<file path="config.mk">
export PLATFORM = sky130hd
export DESIGN_NAME = sram_page_reader
export DESIGN_NICKNAME = d
export VERILOG_FILES = /design/src/rtl/sram_page_reader_pkg.sv /design/src/rtl/sram_page_reader_fifo.sv /design/src/rtl/sram_page_reader.sv
export SDC_FILE = /design/constraint.sdc
export NUM_CORES = 1
export LEC_CHECK = 0
export ABC_AREA = 1
export BUFFER_PORTS_ARGS = -buffer_cell sky130_fd_sc_hd__buf_2
export CORE_MARGIN = 2
export CORE_UTILIZATION = 45
export DETAILED_ROUTE_END_ITERATION = 10
export PLACE_DENSITY = 0.69
export SETUP_SLACK_MARGIN = 0.15
export SKIP_LAST_GASP = 1
export SLEW_MARGIN = 20
export SYNTH_ARGS = -nofsm -noshare
export SYNTH_HDL_FRONTEND = slang
export SYNTH_SLANG_ARGS = --single-unit
</file>
<file path="constraint.sdc">
create_clock -name clk -period 4.4 [get_ports clk]
set_clock_uncertainty 0.15 [all_clocks]
set_input_delay 0 -clock clk [delete_from_list [all_inputs] [get_ports clk]]
set_output_delay 0 -clock clk [all_outputs]
set_load 0.02 [all_outputs]
</file>
<file path="src/rtl/sram_page_reader_pkg.sv">
// Shared definitions for the packet-SRAM page read path: geometry constants,
// the reader FSM states, the output FIFO entry and the per-page ECC step.
package sram_page_reader_pkg;

    localparam int PAGE_ADDR_WIDTH = 11;
    localparam int WORD_SEL_WIDTH  = 3;
    localparam int DATA_WIDTH      = 16;
    localparam int ECC_WIDTH       = 8;
    localparam int WORDS_PER_PAGE  = 8;
    localparam int PORT_WIDTH      = 4;

    typedef enum logic [1:0] {
        ST_IDLE,
        ST_READ,
        ST_CHECK,
        ST_RELEASE
    } rd_state_e;

    typedef struct packed {
        logic [DATA_WIDTH-1:0] data;
        logic                  last;
        logic [PORT_WIDTH-1:0] port;
    } fifo_entry_t;

    // Fold one data word into the running page code: bit i collects w[i]^w[i+8].
    // The write-side generator uses the same step so both ends agree.
    function automatic logic [ECC_WIDTH-1:0] page_ecc_step(
        input logic [ECC_WIDTH-1:0]  acc,
        input logic [DATA_WIDTH-1:0] word
    );
        return acc ^ word[ECC_WIDTH-1:0] ^ word[DATA_WIDTH-1:ECC_WIDTH];
    endfunction

endpackage

</file>
<file path="src/rtl/sram_page_reader_fifo.sv">
// Two-entry egress FIFO of {data, last, port}. The head entry drives the
// egress outputs directly from registers; count feeds the read-issue credit.
module sram_reader_fifo
    import sram_page_reader_pkg::*;
(
    input  logic                  clk,
    input  logic                  rst_n,
    input  logic                  push,
    input  logic [DATA_WIDTH-1:0] push_data,
    input  logic                  push_last,
    input  logic [PORT_WIDTH-1:0] push_port,
    input  logic                  head_ready,
    output logic                  head_valid,
    output logic [DATA_WIDTH-1:0] head_data,
    output logic                  head_last,
    output logic [PORT_WIDTH-1:0] head_port,
    output logic                  pop,
    output logic [1:0]            count
);

    fifo_entry_t mem_q [2];
    logic        wr_ptr_q;
    logic        rd_ptr_q;
    logic [1:0]  count_q;
    fifo_entry_t head;

    // Head view and transfer qualification.
    always_comb begin
        head       = mem_q[rd_ptr_q];
        head_valid = (count_q != 2'd0);
        head_data  = head.data;
        head_last  = head.last;
        head_port  = head.port;
        pop        = head_valid && head_ready;
        count      = count_q;
    end

    // Storage, pointers and occupancy; the issue credit keeps push off a full FIFO.
    always_ff @(posedge clk or negedge rst_n) begin
        if (!rst_n) begin
            mem_q[0] <= '0;
            mem_q[1] <= '0;
            wr_ptr_q <= 1'b0;
            rd_ptr_q <= 1'b0;
            count_q  <= 2'd0;
        end else begin
            if (push) begin
                mem_q[wr_ptr_q] <= '{data: push_data, last: push_last, port: push_port};
                wr_ptr_q        <= ~wr_ptr_q;
            end
            if (pop) begin
                rd_ptr_q <= ~rd_ptr_q;
            end
            count_q <= count_q + 2'(push) - 2'(pop);
        end
    end

endmodule

</file>
<file path="src/rtl/sram_page_reader.sv">
// Page read engine: streams one SRAM page to egress, recomputes the page ECC
// over all eight words, compares it with the stored byte and releases the page.
module sram_page_reader
    import sram_page_reader_pkg::*;
#(
    parameter int ERR_CNT_WIDTH = 16
) (
    input  logic                                      clk,
    input  logic                                      rst_n,
    input  logic                                      req_valid,
    output logic                                      req_ready,
    input  logic [PORT_WIDTH-1:0]                     req_port,
    input  logic [PAGE_ADDR_WIDTH-1:0]                req_addr,
    input  logic [WORD_SEL_WIDTH-1:0]                 req_len,
    output logic                                      sram_rd_en,
    output logic [PAGE_ADDR_WIDTH+WORD_SEL_WIDTH-1:0] sram_rd_addr,
    input  logic [DATA_WIDTH-1:0]                     sram_dout,
    output logic                                      ecc_rd_en,
    output logic [PAGE_ADDR_WIDTH-1:0]                ecc_rd_addr,
    input  logic [ECC_WIDTH-1:0]                      ecc_dout,
    output logic                                      out_valid,
    input  logic                                      out_ready,
    output logic [DATA_WIDTH-1:0]                     out_data,
    output logic                                      out_last,
    output logic [PORT_WIDTH-1:0]                     out_port,
    output logic                                      rd_op,
    output logic [PORT_WIDTH-1:0]                     rd_port,
    output logic [PAGE_ADDR_WIDTH-1:0]                rd_addr,
    output logic                                      ecc_err,
    output logic [ERR_CNT_WIDTH-1:0]                  err_cnt
);

    localparam logic [WORD_SEL_WIDTH-1:0] LAST_WORD = WORD_SEL_WIDTH'(WORDS_PER_PAGE - 1);

    rd_state_e                   state_q, state_d;
    logic                        run_q;
    logic [PORT_WIDTH-1:0]       port_q;
    logic [PAGE_ADDR_WIDTH-1:0]  addr_q;
    logic [WORD_SEL_WIDTH-1:0]   len_q;
    logic [WORD_SEL_WIDTH-1:0]   idx_q;
    logic                        issue_done_q;
    logic                        pend_q, pend_fwd_q, pend_last_q, pend_w7_q;
    logic                        ecc_pend_q;
    logic [ECC_WIDTH-1:0]        acc_q, ecc_hold_q;
    logic                        last_done_q;
    logic [ERR_CNT_WIDTH-1:0]    err_cnt_q;

    logic                        accept, issue, ecc_issue, fwd_word, credit_ok, mismatch;
    logic [2:0]                  occupancy;
    logic                        fifo_pop;
    logic [1:0]                  fifo_count;

    sram_reader_fifo u_fifo (
        .clk        (clk),
        .rst_n      (rst_n),
        .push       (pend_q && pend_fwd_q),
        .push_data  (sram_dout),
        .push_last  (pend_last_q),
        .push_port  (port_q),
        .head_ready (out_ready),
        .head_valid (out_valid),
        .head_data  (out_data),
        .head_last  (out_last),
        .head_port  (out_port),
        .pop        (fifo_pop),
        .count      (fifo_count)
    );

    // Issue credit: buffered plus in-flight forwarded words, net of this cycle's pop, stays within 2.
    always_comb begin
        occupancy = {1'b0, fifo_count} + {2'b00, pend_q && pend_fwd_q};
        credit_ok = occupancy < (3'd2 + {2'b00, fifo_pop});
        fwd_word  = (idx_q <= len_q);
        mismatch  = (acc_q != ecc_hold_q);
    end

    // Next-state and strobe decode.
    always_comb begin
        state_d   = state_q;
        accept    = 1'b0;
        issue     = 1'b0;
        ecc_issue = 1'b0;
        unique case (state_q)
            ST_IDLE: begin
                if (req_valid && run_q) begin
                    accept  = 1'b1;
                    state_d = ST_READ;
                end
            end
            ST_READ: begin
                if (!issue_done_q && (!fwd_word || credit_ok)) begin
                    issue     = 1'b1;
                    ecc_issue = (idx_q == '0);
                end
                if (pend_q && pend_w7_q) begin
                    state_d = ST_CHECK;
                end
            end
            ST_CHECK: begin
                if (last_done_q || (fifo_pop && out_last)) begin
                    state_d = ST_RELEASE;
                end
            end
            ST_RELEASE: begin
                state_d = ST_IDLE;
            end
            default: state_d = ST_IDLE;
        endcase
    end

    // Output decode; release fields read zero outside the release cycle.
    always_comb begin
        req_ready    = (state_q == ST_IDLE) && run_q;
        sram_rd_en   = issue;
        sram_rd_addr = {addr_q, idx_q};
        ecc_rd_en    = ecc_issue;
        ecc_rd_addr  = addr_q;
        rd_op        = (state_q == ST_RELEASE);
        rd_port      = rd_op ? port_q : '0;
        rd_addr      = rd_op ? addr_q : '0;
        ecc_err      = rd_op && mismatch;
        err_cnt      = err_cnt_q;
    end

    // FSM state, request latch, word index and egress-last tracking.
    always_ff @(posedge clk or negedge rst_n) begin
        if (!rst_n) begin
            state_q      <= ST_IDLE;
            run_q        <= 1'b0;
            port_q       <= '0;
            addr_q       <= '0;
            len_q        <= '0;
            idx_q        <= '0;
            issue_done_q <= 1'b0;
            last_done_q  <= 1'b0;
        end else begin
            state_q <= state_d;
            run_q   <= 1'b1;
            if (accept) begin
                port_q       <= req_port;
                addr_q       <= req_addr;
                len_q        <= req_len;
                idx_q        <= '0;
                issue_done_q <= 1'b0;
                last_done_q  <= 1'b0;
            end else begin
                if (issue) begin
                    idx_q <= idx_q + 1'b1;
                    if (idx_q == LAST_WORD) begin
                        issue_done_q <= 1'b1;
                    end
                end
                if (fifo_pop && out_last) begin
                    last_done_q <= 1'b1;
                end
            end
        end
    end

    // In-flight read tags and ECC accumulation/capture as data returns.
    always_ff @(posedge clk or negedge rst_n) begin
        if (!rst_n) begin
            pend_q      <= 1'b0;
            pend_fwd_q  <= 1'b0;
            pend_last_q <= 1'b0;
            pend_w7_q   <= 1'b0;
            ecc_pend_q  <= 1'b0;
            acc_q       <= '0;
            ecc_hold_q  <= '0;
        end else begin
            pend_q      <= issue;
            pend_fwd_q  <= issue && fwd_word;
            pend_last_q <= (idx_q == len_q);
            pend_w7_q   <= (idx_q == LAST_WORD);
            ecc_pend_q  <= ecc_issue;
            if (ecc_pend_q) begin
                ecc_hold_q <= ecc_dout;
            end
            if (accept) begin
                acc_q <= '0;
            end else if (pend_q) begin
                acc_q <= page_ecc_step(acc_q, sram_dout);
            end
        end
    end

    // Saturating ECC mismatch counter, bumped in the release cycle.
    always_ff @(posedge clk or negedge rst_n) begin
        if (!rst_n) begin
            err_cnt_q <= '0;
        end else if (rd_op && mismatch && (err_cnt_q != '1)) begin
            err_cnt_q <= err_cnt_q + 1'b1;
        end
    end

endmodule

</file>
==> out/results.txt <==
The I/O pin total came out at 129. The total of flip-flops plus latches after synthesis is 109. The max-slew headroom at the worst pin came out at 0.405. STA classifies the critical path endpoint as an output pin.

Worst min-delay path class: input port to register. Dividing the detail-routed via count by the number of cells gives 4.99. The power per cell area was 640 nW/µm². The number of DRC violations after detailed-routing iteration 0 is 364, and the count of standard-cell rows is 40.

On the worst path, the slowest cell contributes a delay of 0.45 ns. The tools report the final-report hold violation count as 0. The clock net in this run drives a total of 109 sinks.

During synthesis, Yosys emitted a total of 0 warnings. The number of global-route vias before repair was 4545. Ratio of cells with drive above 1 in the final layout: 0.194. Leaving out fill and tap cells, the most frequent cells in the layout are 260 x sky130_fd_sc_hd__nand2_1, 127 x sky130_fd_sc_hd__buf_2, 109 x sky130_fd_sc_hd__dfrtp_1, 76 x sky130_fd_sc_hd__inv_1, 62 x sky130_fd_sc_hd__o21ai_0. The static power due to leakage came out at 0.00385 µW. The tools report the total nets after synthesis as 736. The run gives 0 as the max-slew violation count.

The tools report the endpoint required time on the critical path as 4.25 ns. The post-route cell area came out at 6880 µm². The remaining number of nets flagged by the antenna check after routing was 0. The cell area after placement is 6140 µm². Buffers inserted during clock tree synthesis total 9.

The worst setup path is of the register to output pin kind. The peak fanout along the critical path came out at 5. Setup violations remaining at the end of the flow were counted as 0. The flow ran to the end, and the final reports show no timing, DRC or antenna violations.

Buffers added to address setup during post-CTS repair amount to 0. The cell that appears most often on the critical path is sky130_fd_sc_hd__nand2_1. TritonCTS built the clock tree.

The via total after detailed routing was 4876; the die footprint was 13100 µm². Before antenna repair, the detailed router went through 4 iterations. The starting utilization of the core area was 0.458. The tools report the maximum vdd drop as 0.225 mV. Once routing completed, OpenROAD measured the worst setup slack at 1.86 ns. Setup repair after global routing left no endpoint under its margin. The fraction of synthesized cell area taken by the top area cell type was 0.498; the number of I/O port buffers was 128. The floorplan step defined a core boundary enclosing 12000 µm². The library cell used most frequently in the layout, excluding fill and tap cells, is sky130_fd_sc_hd__nand2_1. The mapped netlist covers 5470 µm². The clock transition time at the flip-flop clock pins of the worst setup and hold paths works out to 0.07 ns. Walking the worst path, the cells encountered are ha_1 > nand2_1 > o21ai_0 > o21ai_0 > nand2_1 > nand2_1 > inv_1 > nand2_1 > nor2_1 > buf_2. The measured slew at the worst slew-check pin works out to 0.892 ns.

For the non-filler instance count after layout, the log shows 978. After legalization and detailed placement, the total HPWL measured 9.04 mm. The synthesis-to-finish area growth is 25.6%, and the fmax is 394 MHz.

The startpoint type of the worst setup path was a register. The number of antenna diodes in the final layout is 0. By area the synthesized netlist is led by sky130_fd_sc_hd__dfrtp_1 50%, sky130_fd_sc_hd__nand2_1 18%, sky130_fd_sc_hd__o21ai_0 5.7%. The final layout contains 886 nets. Counting tap cells, the placed design contains a total of 919 instances. Cell taking the most area after synthesis: sky130_fd_sc_hd__dfrtp_1.

Entering global routing, the biggest net connects 71 pins. The portion of the clock cycle consumed by the worst path in the final layout came out at 0.576. The number of antenna violations at the first check in global routing was 0; the horizontal extent of the die was 114 µm. Timing analysis after detailed placement gives a worst setup slack of 2.00 ns. At the end of routability-driven placement, the weighted congestion stood at 0.875. The tools report the share of synthesized area occupied by flip-flops and latches as 0.498. The global-route usage over all layers is 0.212, and the post-route minimum period is 2.54 ns.

The logs give 0.00802 ns for the worst-case hold slack and 677 for the post-synthesis cell count. The share of flip-flops with an asynchronous set or reset after synthesis was 1.00; the final wirelength was 13.3 mm. In the final timing run, aggregate negative setup slack is 0 ns. The H-tree generated during clock tree synthesis spans 3 levels.

The run gives 2 as the maximum root-to-sink buffer count. Each instance of the synthesized netlist takes up on average 8.09 µm². The height of the chip is 114 µm, and the count of flip-flops with a built-in enable after synthesis is 0. The logs give 0.35 ns for the later-pin clock latency in the skew report and 22.0 mm for the first-pass GRT wire length. Critical path arrival: 2.39 ns. The root buffer cell chosen for the clock tree is sky130_fd_sc_hd__clkbuf_16. The slowest stage of the critical path belongs to the cell sky130_fd_sc_hd__dfrtp_1. Synthesis instantiated 28 different standard cells from the library.

The leading register cell type out of synthesis is sky130_fd_sc_hd__dfrtp_1. Max-cap violations in this run came to 0. In the routed design, unresolved DRC markers number 0. The run gives 0 as the total global routing overflow.

The routed wirelength normalized by instance count works out to 13.6 µm.
[layout make-up]
| class | count | area, µm² |
|---|---|---|
| inverter | 76 | 285 |
| sequential | 109 | 2730 |
| tap | 147 | 184 |
| clock buffer | 11 | 243 |
| timing repair buffer | 175 | 1110 |
| multi-input combinational | 456 | 2270 |
| clock inverter | 4 | 57.6 |
| fill | 1074 | 5080 |
[worst paths after layout]
path                            startpoint     endpoint  slack [ns]  cells past startpoint
min in group asynchronous            rst_n  err_cnt[13]        0.15                      2
setup reg to reg           u_fifo.rd_ptr_q   state_q[0]        1.94                      9
setup / recovery                  idx_q[2]    ecc_rd_en        1.86                     10
hold / removal                   req_valid   state_q[1]       0.008                      6
max in group asynchronous            rst_n  last_done_q        2.87                      3
hold reg to reg                   len_q[0]     len_q[0]        0.33                      2
[flip-flops by register name, summed over array words and instances (netlist names)]
register,count
u_fifo.count,2
ecc_hold_q,8
pend_q,1
issue_done_q,1
u_fifo.wr_ptr_q,1
state_q,2
err_cnt,16
pend_last_q,1
idx_q,3
pend_fwd_q,1
pend_w7_q,1
ecc_pend_q,1
run_q,1
port_q,4
last_done_q,1
ecc_rd_addr,11
acc_q,8
u_fifo.rd_ptr_q,1
len_q,3
u_fifo.mem_q,42
[synth_stat cells (6+ instances only)]
cell                       number
sky130_fd_sc_hd__buf_4         11
sky130_fd_sc_hd__clkbuf_1      19
sky130_fd_sc_hd__dfrtp_1      109
sky130_fd_sc_hd__ha_1          13
sky130_fd_sc_hd__inv_1         76
sky130_fd_sc_hd__mux2_2         6
sky130_fd_sc_hd__nand2_1      261
sky130_fd_sc_hd__nand3_1       20
sky130_fd_sc_hd__nand4_1       26
sky130_fd_sc_hd__nor2_1        19
sky130_fd_sc_hd__o21ai_0       62
sky130_fd_sc_hd__xnor2_1       18
sky130_fd_sc_hd__xor2_1        13
[cells by family (layout without fill, tap and decap cells)]
logic type,after synthesis,count (layout),share of synthesized area
xor+xnor,31,31,0.0496
simple gates,336,336,0.259
buf+inv,112,266,0.0869
compound gates,69,69,0.0640
fa+ha+maj,13,13,0.0297
other cells,1,1,0.000685
flops,109,109,0.498
mux,6,6,0.0123
[worst max-delay path, delay by kind of cell, from the launching register on]
family | cells | cell delay, ns
AOI/OAI and AO/OA | 2 | 0.33
DFF | 1 | 0.45
and+or+nand+nor | 5 | 0.58
adders and majority gates | 1 | 0.33
buffers and inverters | 2 | 0.32
[per-stage QoR]
stage | util | power, µW
finish | 0.575 | 4400
global route | 0.575 | 4750
CTS | 0.575 | 4420
detailed placement | 0.513 | 3550
global placement | 0.513 | 3490
floorplan | - | 3000
[where the power goes]
part / switching [µW] / internal (µW) / total, µW
registers: 323 / 1380 / 1700
logic: 1200 / 679 / 1870
clock network: 370 / 460 / 829
[routing by layer]
layer / up-vias / track usage / part of all wire
met2: 128 / 0.326 / 0.47
met3: 27 / 0.0355 / 0.043
li1: 2406 / - / -
met1: 2315 / 0.299 / 0.46
met5: - / 0 / 0
met4: 0 / 0.0870 / 0.026
[what timing repair did]
| item | CTS | global route |
|---|---|---|
| hold buffers | 44 | 0 |
| gates resized for setup | 0 | 0 |
| hold endpoints to repair | 138 | 0 |
(Power assumes the default switching activity.)
